==> src/rtl/bht_update_queue.sv <==
// bht_update_queue
//
// Buffers resolved conditional-branch outcomes from EX and drains them, one
// per cycle, into the BHT write port. It also repairs the history of back-to-back
// updates to the same PC. Without this, the second write would shift stale
// history and lose the first write's outcome.
//
// Ports
//   clk, rstn        clock and asynchronous active-low reset
//   stall            BHT write port busy; the head entry is held
//   flush            drop every queued, not-yet-written entry
//   in_valid/ready   push handshake from EX
//   in_pc/taken/bh   resolved branch PC, real outcome and predict-time history
//   pc_update        BHT update PC (head entry)
//   outcome_real     BHT update outcome (head entry)
//   bh_ex            history the BHT shifts (repaired against the last write)
//   update_en        BHT write enable
//   count            occupied entries
//
// Configuration
//   BHT_UPD_BYPASS_EN: when the queue is empty and a push arrives with no stall
//   and no flush, the input is written through in the same cycle (0-cycle
//   latency). When this macro is undefined, the outputs depend on registered
//   state and stall only.

module bht_update_queue #(
  parameter int unsigned ADDR_WIDTH = 30,
  parameter int unsigned bh_width   = 14,
  parameter int unsigned DEPTH      = 4
) (
  input  logic                    clk,
  input  logic                    rstn,
  input  logic                    stall,
  input  logic                    flush,
  input  logic                    in_valid,
  output logic                    in_ready,
  input  logic [ADDR_WIDTH-1:0]   in_pc,
  input  logic                    in_taken,
  input  logic [bh_width-1:0]     in_bh,
  output logic [ADDR_WIDTH-1:0]   pc_update,
  output logic                    outcome_real,
  output logic [bh_width-1:0]     bh_ex,
  output logic                    update_en,
  output logic [$clog2(DEPTH):0]  count
);

  localparam int unsigned PtrW = $clog2(DEPTH);
  localparam int unsigned CntW = PtrW + 1;

  // Queue storage (not reset)
  logic [ADDR_WIDTH-1:0] r_pc_mem    [DEPTH];
  logic                  r_taken_mem [DEPTH];
  logic [bh_width-1:0]   r_bh_mem    [DEPTH];

  logic [PtrW-1:0]       r_rd_ptr;
  logic [PtrW-1:0]       r_wr_ptr;
  logic [CntW-1:0]       r_count;

  // Last completed BHT write
  logic                  r_last_valid;
  logic [ADDR_WIDTH-1:0] r_last_pc;
  logic [bh_width-1:0]   r_last_hist;

  logic                  w_not_empty;
  logic                  w_pop;
  logic                  w_push;
  logic                  w_bypass;
  logic [ADDR_WIDTH-1:0] w_sel_pc;
  logic                  w_sel_taken;
  logic [bh_width-1:0]   w_sel_bh;
  logic                  w_repair;

  assign w_not_empty = (r_count != '0);
  assign in_ready    = (r_count != CntW'(DEPTH));
  assign w_pop       = w_not_empty & ~stall;

`ifdef BHT_UPD_BYPASS_EN
  assign w_bypass    = ~w_not_empty & in_valid & ~stall & ~flush;
  assign w_sel_pc    = w_bypass ? in_pc    : r_pc_mem[r_rd_ptr];
  assign w_sel_taken = w_bypass ? in_taken : r_taken_mem[r_rd_ptr];
  assign w_sel_bh    = w_bypass ? in_bh    : r_bh_mem[r_rd_ptr];
`else
  assign w_bypass    = 1'b0;
  assign w_sel_pc    = r_pc_mem[r_rd_ptr];
  assign w_sel_taken = r_taken_mem[r_rd_ptr];
  assign w_sel_bh    = r_bh_mem[r_rd_ptr];
`endif

  // A bypassed entry goes straight to the BHT and never occupies a slot.
  assign w_push = in_valid & in_ready & ~flush & ~w_bypass;

  // If the previous write hit the same PC, the stored history is stale. Use
  // the history that write produced instead.
  assign w_repair     = r_last_valid && (r_last_pc == w_sel_pc);
  assign bh_ex        = w_repair ? r_last_hist : w_sel_bh;
  assign pc_update    = w_sel_pc;
  assign outcome_real = w_sel_taken;
  assign update_en    = w_pop | w_bypass;
  assign count        = r_count;

  always_ff @(posedge clk) begin
    if (w_push) begin
      r_pc_mem[r_wr_ptr]    <= in_pc;
      r_taken_mem[r_wr_ptr] <= in_taken;
      r_bh_mem[r_wr_ptr]    <= in_bh;
    end
  end

  always_ff @(posedge clk or negedge rstn) begin
    if (!rstn) begin
      r_rd_ptr     <= '0;
      r_wr_ptr     <= '0;
      r_count      <= '0;
      r_last_valid <= 1'b0;
      r_last_pc    <= '0;
      r_last_hist  <= '0;
    end else begin
      // A write issued in a flush cycle is still committed, so it is recorded.
      if (update_en) begin
        r_last_valid <= 1'b1;
        r_last_pc    <= pc_update;
        r_last_hist  <= {bh_ex[bh_width-2:0], outcome_real};
      end
      if (flush) begin
        r_count  <= '0;
        r_rd_ptr <= r_wr_ptr;
      end else begin
        if (w_push) r_wr_ptr <= r_wr_ptr + PtrW'(1);
        if (w_pop)  r_rd_ptr <= r_rd_ptr + PtrW'(1);
        if (w_push && !w_pop) begin
          r_count <= r_count + CntW'(1);
        end else if (!w_push && w_pop) begin
          r_count <= r_count - CntW'(1);
        end
      end
    end
  end

endmodule

==> config.mk <==
export PLATFORM = sky130hd
export DESIGN_NAME = bht_update_queue
export DESIGN_NICKNAME = d
export VERILOG_FILES = /design/src/rtl/bht_update_queue.sv
export SDC_FILE = /design/constraint.sdc
export NUM_CORES = 1
export LEC_CHECK = 0
export BUFFER_PORTS_ARGS = -buffer_cell sky130_fd_sc_hd__buf_4
export CAP_MARGIN = 10
export CORE_ASPECT_RATIO = 1.5
export CORE_UTILIZATION = 48
export DETAILED_ROUTE_END_ITERATION = 7
export PLACE_DENSITY_LB_ADDON = 0.08
export SETUP_SLACK_MARGIN = 0.15
export SYNTH_ARGS = -nofsm -noshare
export SYNTH_HDL_FRONTEND = slang
export SYNTH_SLANG_ARGS = --single-unit
export TNS_END_PERCENT = 10
==> constraint.sdc <==
create_clock -name clk -period 3.6 [get_ports clk]
set_input_delay 0.72 -clock clk [delete_from_list [all_inputs] [get_ports clk]]
set_output_delay 0.72 -clock clk [all_outputs]
set_load 0.05 [all_outputs]
==> impl_metrics.csv <==
group,metric,value,unit
flow_run,cap_viol_max_count,0,
timing,period_needed,3.88,ns
finish,final_nets,757,
finish,stdcell_area,11600,um^2
timing,finalSetupViolations,14,
logic_synthesis,synthArstFlopShare,0.224,
critical_path,crit_fanout,18,
logic_synthesis,synth-seq-cells,232,
critical_path,critPathKind,"reg -> out",
logic_synthesis,synth_simple_gate_area_frac,0.0744,
run_status,status,"finished, violations left",
timing,clock_skew,0.0185,ns
logic_synthesis,synth_nets,632,
power_and_ir_drop,leakage,0.00437,uW
clock_network,clockBufferDepth,3,
clock_network,cts.reportedPaths.clkPinSlew,0.07,ns
floorplanning,die_area,20300,um^2
logic_synthesis,synth-compound-area-share,0.0306,
drt,wl_per_cell,19.9,um
finish,area.growth.synth_to_final,22.5,%
timing,min_period_over_period,1.08,
floorplanning,core,19200,um^2
logic_synthesis,synth_top_family_by_area,"multiplexers",
logic_synthesis,ys_types,38,
finish,final_common_cell,"edfxtp_1",
power_and_ir_drop,p_per_area,917,nW/um^2
global_route,grt_pass1_vias,5611,
critical_path,cp.required,2.88,ns
clock_network,clkLatencyLatePin,0.51,ns
logic_synthesis,synthFlopType,"edfxtp_1",
logic_synthesis,synth_edf_count,180,
logic_synthesis,syn-instance-count,577,
finish,final_util,0.604,
timing,hold_viol_final,0,
global_route,overflow,0,
global_route,antenna_found_initial,0,
timing,fin_ws,-0.279,ns
drt,dr.pass1.iters,4,
logic_synthesis,yosysSeqAreaShare,0.707,
drt,drc,0,
finish,drive_gt1_frac,0.354,
drt,final_antenna_net_count,0,
logic_synthesis,synth.mux.area_fraction,0.132,
global_route,grtUsageTotal,0.204,
critical_path,start_kind,"flop",
finish,antenna_cells,0,
floorplanning,die_w,117,um
clock_network,cts_buffers,22,
timing,relSlewSlack,0.497,
logic_synthesis,synthAdderAreaFrac,0.00738,
clock_network,cts.htree.levels,1,
timing,grt_setup_unrepaired,"yes",
critical_path,rr_worst_depth,9,
place,dp_hpwl,12400,um
drt,wirelength,19400,um
global_route,grt_max_degree,62,
finish,fill_cells,1526,
place,place.gp.congestion,0.761,
logic_synthesis,ys_warn_count,0,
critical_path,cp-end-kind,"primary output",
clock_network,cts_root_buffer,"clkbuf_16",
floorplanning,fp.dieH,174,um
floorplanning,row_count,62,
timing,fmax,0.258,GHz
drt,drtIter0Drc,301,
run_status,violations,"setup timing",
logic_synthesis,syn_area,9490,um^2
critical_path,reg2reg_setup_slack,0.94,ns
clock_network,cts_tree,"built",
critical_path,cp.arrival,3.16,ns
logic_synthesis,syn_avg_cell_area,16.4,um^2
place,placed_area,10700,um^2
place,pre_cts_ws,-0.281,ns
clock_network,clock_sinks,232,
timing,worst_pin_slew,0.754,ns
drt,vias,5288,
finish,most-common-layout-cells,"edfxtp_1, nand2_1, buf_4",
floorplanning,pin_count,100,
floorplanning,initial_core_util,0.493,
drt,vias_per_cell,5.43,
global_route,grt_pass1_wl,30800,um
logic_synthesis,synth_xor_area_frac,0.0323,
timing,finalMaxSlewViolations,0,
place,place.port_buffers,99,
worst_hold_path,min_path_type,"in -> async",
power_and_ir_drop,vdd_drop_max,0.529,mV
cells in the mapped netlist, types with 4 or more instances:
library cell  instances  area (um^2)
a31o_2               13          114
and2_1                4         25.0
buf_1                 9         33.8
buf_2                 4         20.0
clkbuf_1             12         45.0
dfrtp_1              52         1300
edfxtp_1            180         5410
ha_1                  4         50.1
inv_1                 5         18.8
mux2_2               10          113
mux2_4                7          105
mux2i_1               9         90.1
mux4_2               42          946
nand2_1             139          522
nor2_1                4         15.0
o211ai_1             13         97.6
o21ai_0               4         20.0
xnor2_1              17          149
xor2_1               18          158
final cells by class:
cell class                 count  area, um^2  area share
clock buffer                  27         579      0.0498
inverter                       6        22.5     0.00194
multi-input combinational    311        2670       0.229
sequential                   232        6710       0.577
tap                          256         320      0.0276
clock inverter                13         184      0.0158
timing repair buffer         129        1140      0.0982
repair_timing:
action / 4_1_cts / 5_1_grt
endpoints found under the hold margin: 0 / 0
buffers inserted: 6 / 0
endpoints found under the setup margin: 14 / 14
pin swaps: 6 / 1
hold buffers: 0 / 0
gates resized for setup: 21 / 1
report_power, final:
group / switching (uW) / total [uW] / leakage (uW) / internal (uW)
Sequential: 278 / 3690 / 0.00227 / 3410
Combinational: 2780 / 4560 / 0.00173 / 1780
Clock: 971 / 2410 / 0.000368 / 1440
Total: 4020 / 10700 / 0.00437 / 6640
final timing paths:
| path | from | end |
|---|---|---|
| min reg2reg | r_last_valid | r_last_valid |
| min in group clk | in_pc[16] | r_pc_mem[1][16] |
| max | r_rd_ptr[0] | bh_ex[11] |
| max in group asynchronous | rstn | r_rd_ptr[0] |
| min | rstn | r_last_hist[7] |
| max reg2reg | r_rd_ptr[0] | r_last_hist[3] |
cells by family (layout without fill, tap and decap cells):
family / after synthesis / count (layout)
buf+inv: 34 / 175
simple gates: 166 / 166
fa+ha+maj: 5 / 5
compound gates: 37 / 37
xor+xnor: 35 / 35
mux: 68 / 68
flops: 232 / 232
metal layers:
layer / vias up / global-route usage / routed length, um
met3: 28 / 0.0317 / 858
li1: 2415 / - / -
met4: 0 / 0.0580 / 372
met2: 128 / 0.369 / 10600
met5: - / 0 / 0
met1: 2717 / 0.247 / 7610
state kept, by name (all words and copies together) (netlist names):
| signal | flops |
|---|---|
| r_last_valid | 1 |
| r_last_hist | 14 |
| r_wr_ptr | 2 |
| r_bh_mem | 56 |
| r_last_pc | 30 |
| r_pc_mem | 120 |
| count | 3 |
| r_taken_mem | 4 |
| r_rd_ptr | 2 |
per-stage QoR:
stage          power [uW]  hold slack, ns  setup TNS (ns)  instances
2_1_floorplan        6860           0.424               0        577
3_5_place_dp         8160           0.451           -3.80        928
3_3_place_gp         8080           0.448           -3.86        928
5_1_grt             11200           0.299           -5.71        974
4_1_cts             10800           0.292           -4.58        974
6_report            10700           0.263           -3.77        974
worst max-delay path, stage by stage, from the launching register on:
cell and delay (ns):
dfrtp_4 0.48, buf_6 0.15, mux4_2 0.55, xnor2_2 0.16
o2111ai_2 0.18, nor4_4 0.40, nand3_4 0.11, buf_12 0.17
mux2_4 0.30, buf_6 0.15
Power figures use the tool's default switching activity.
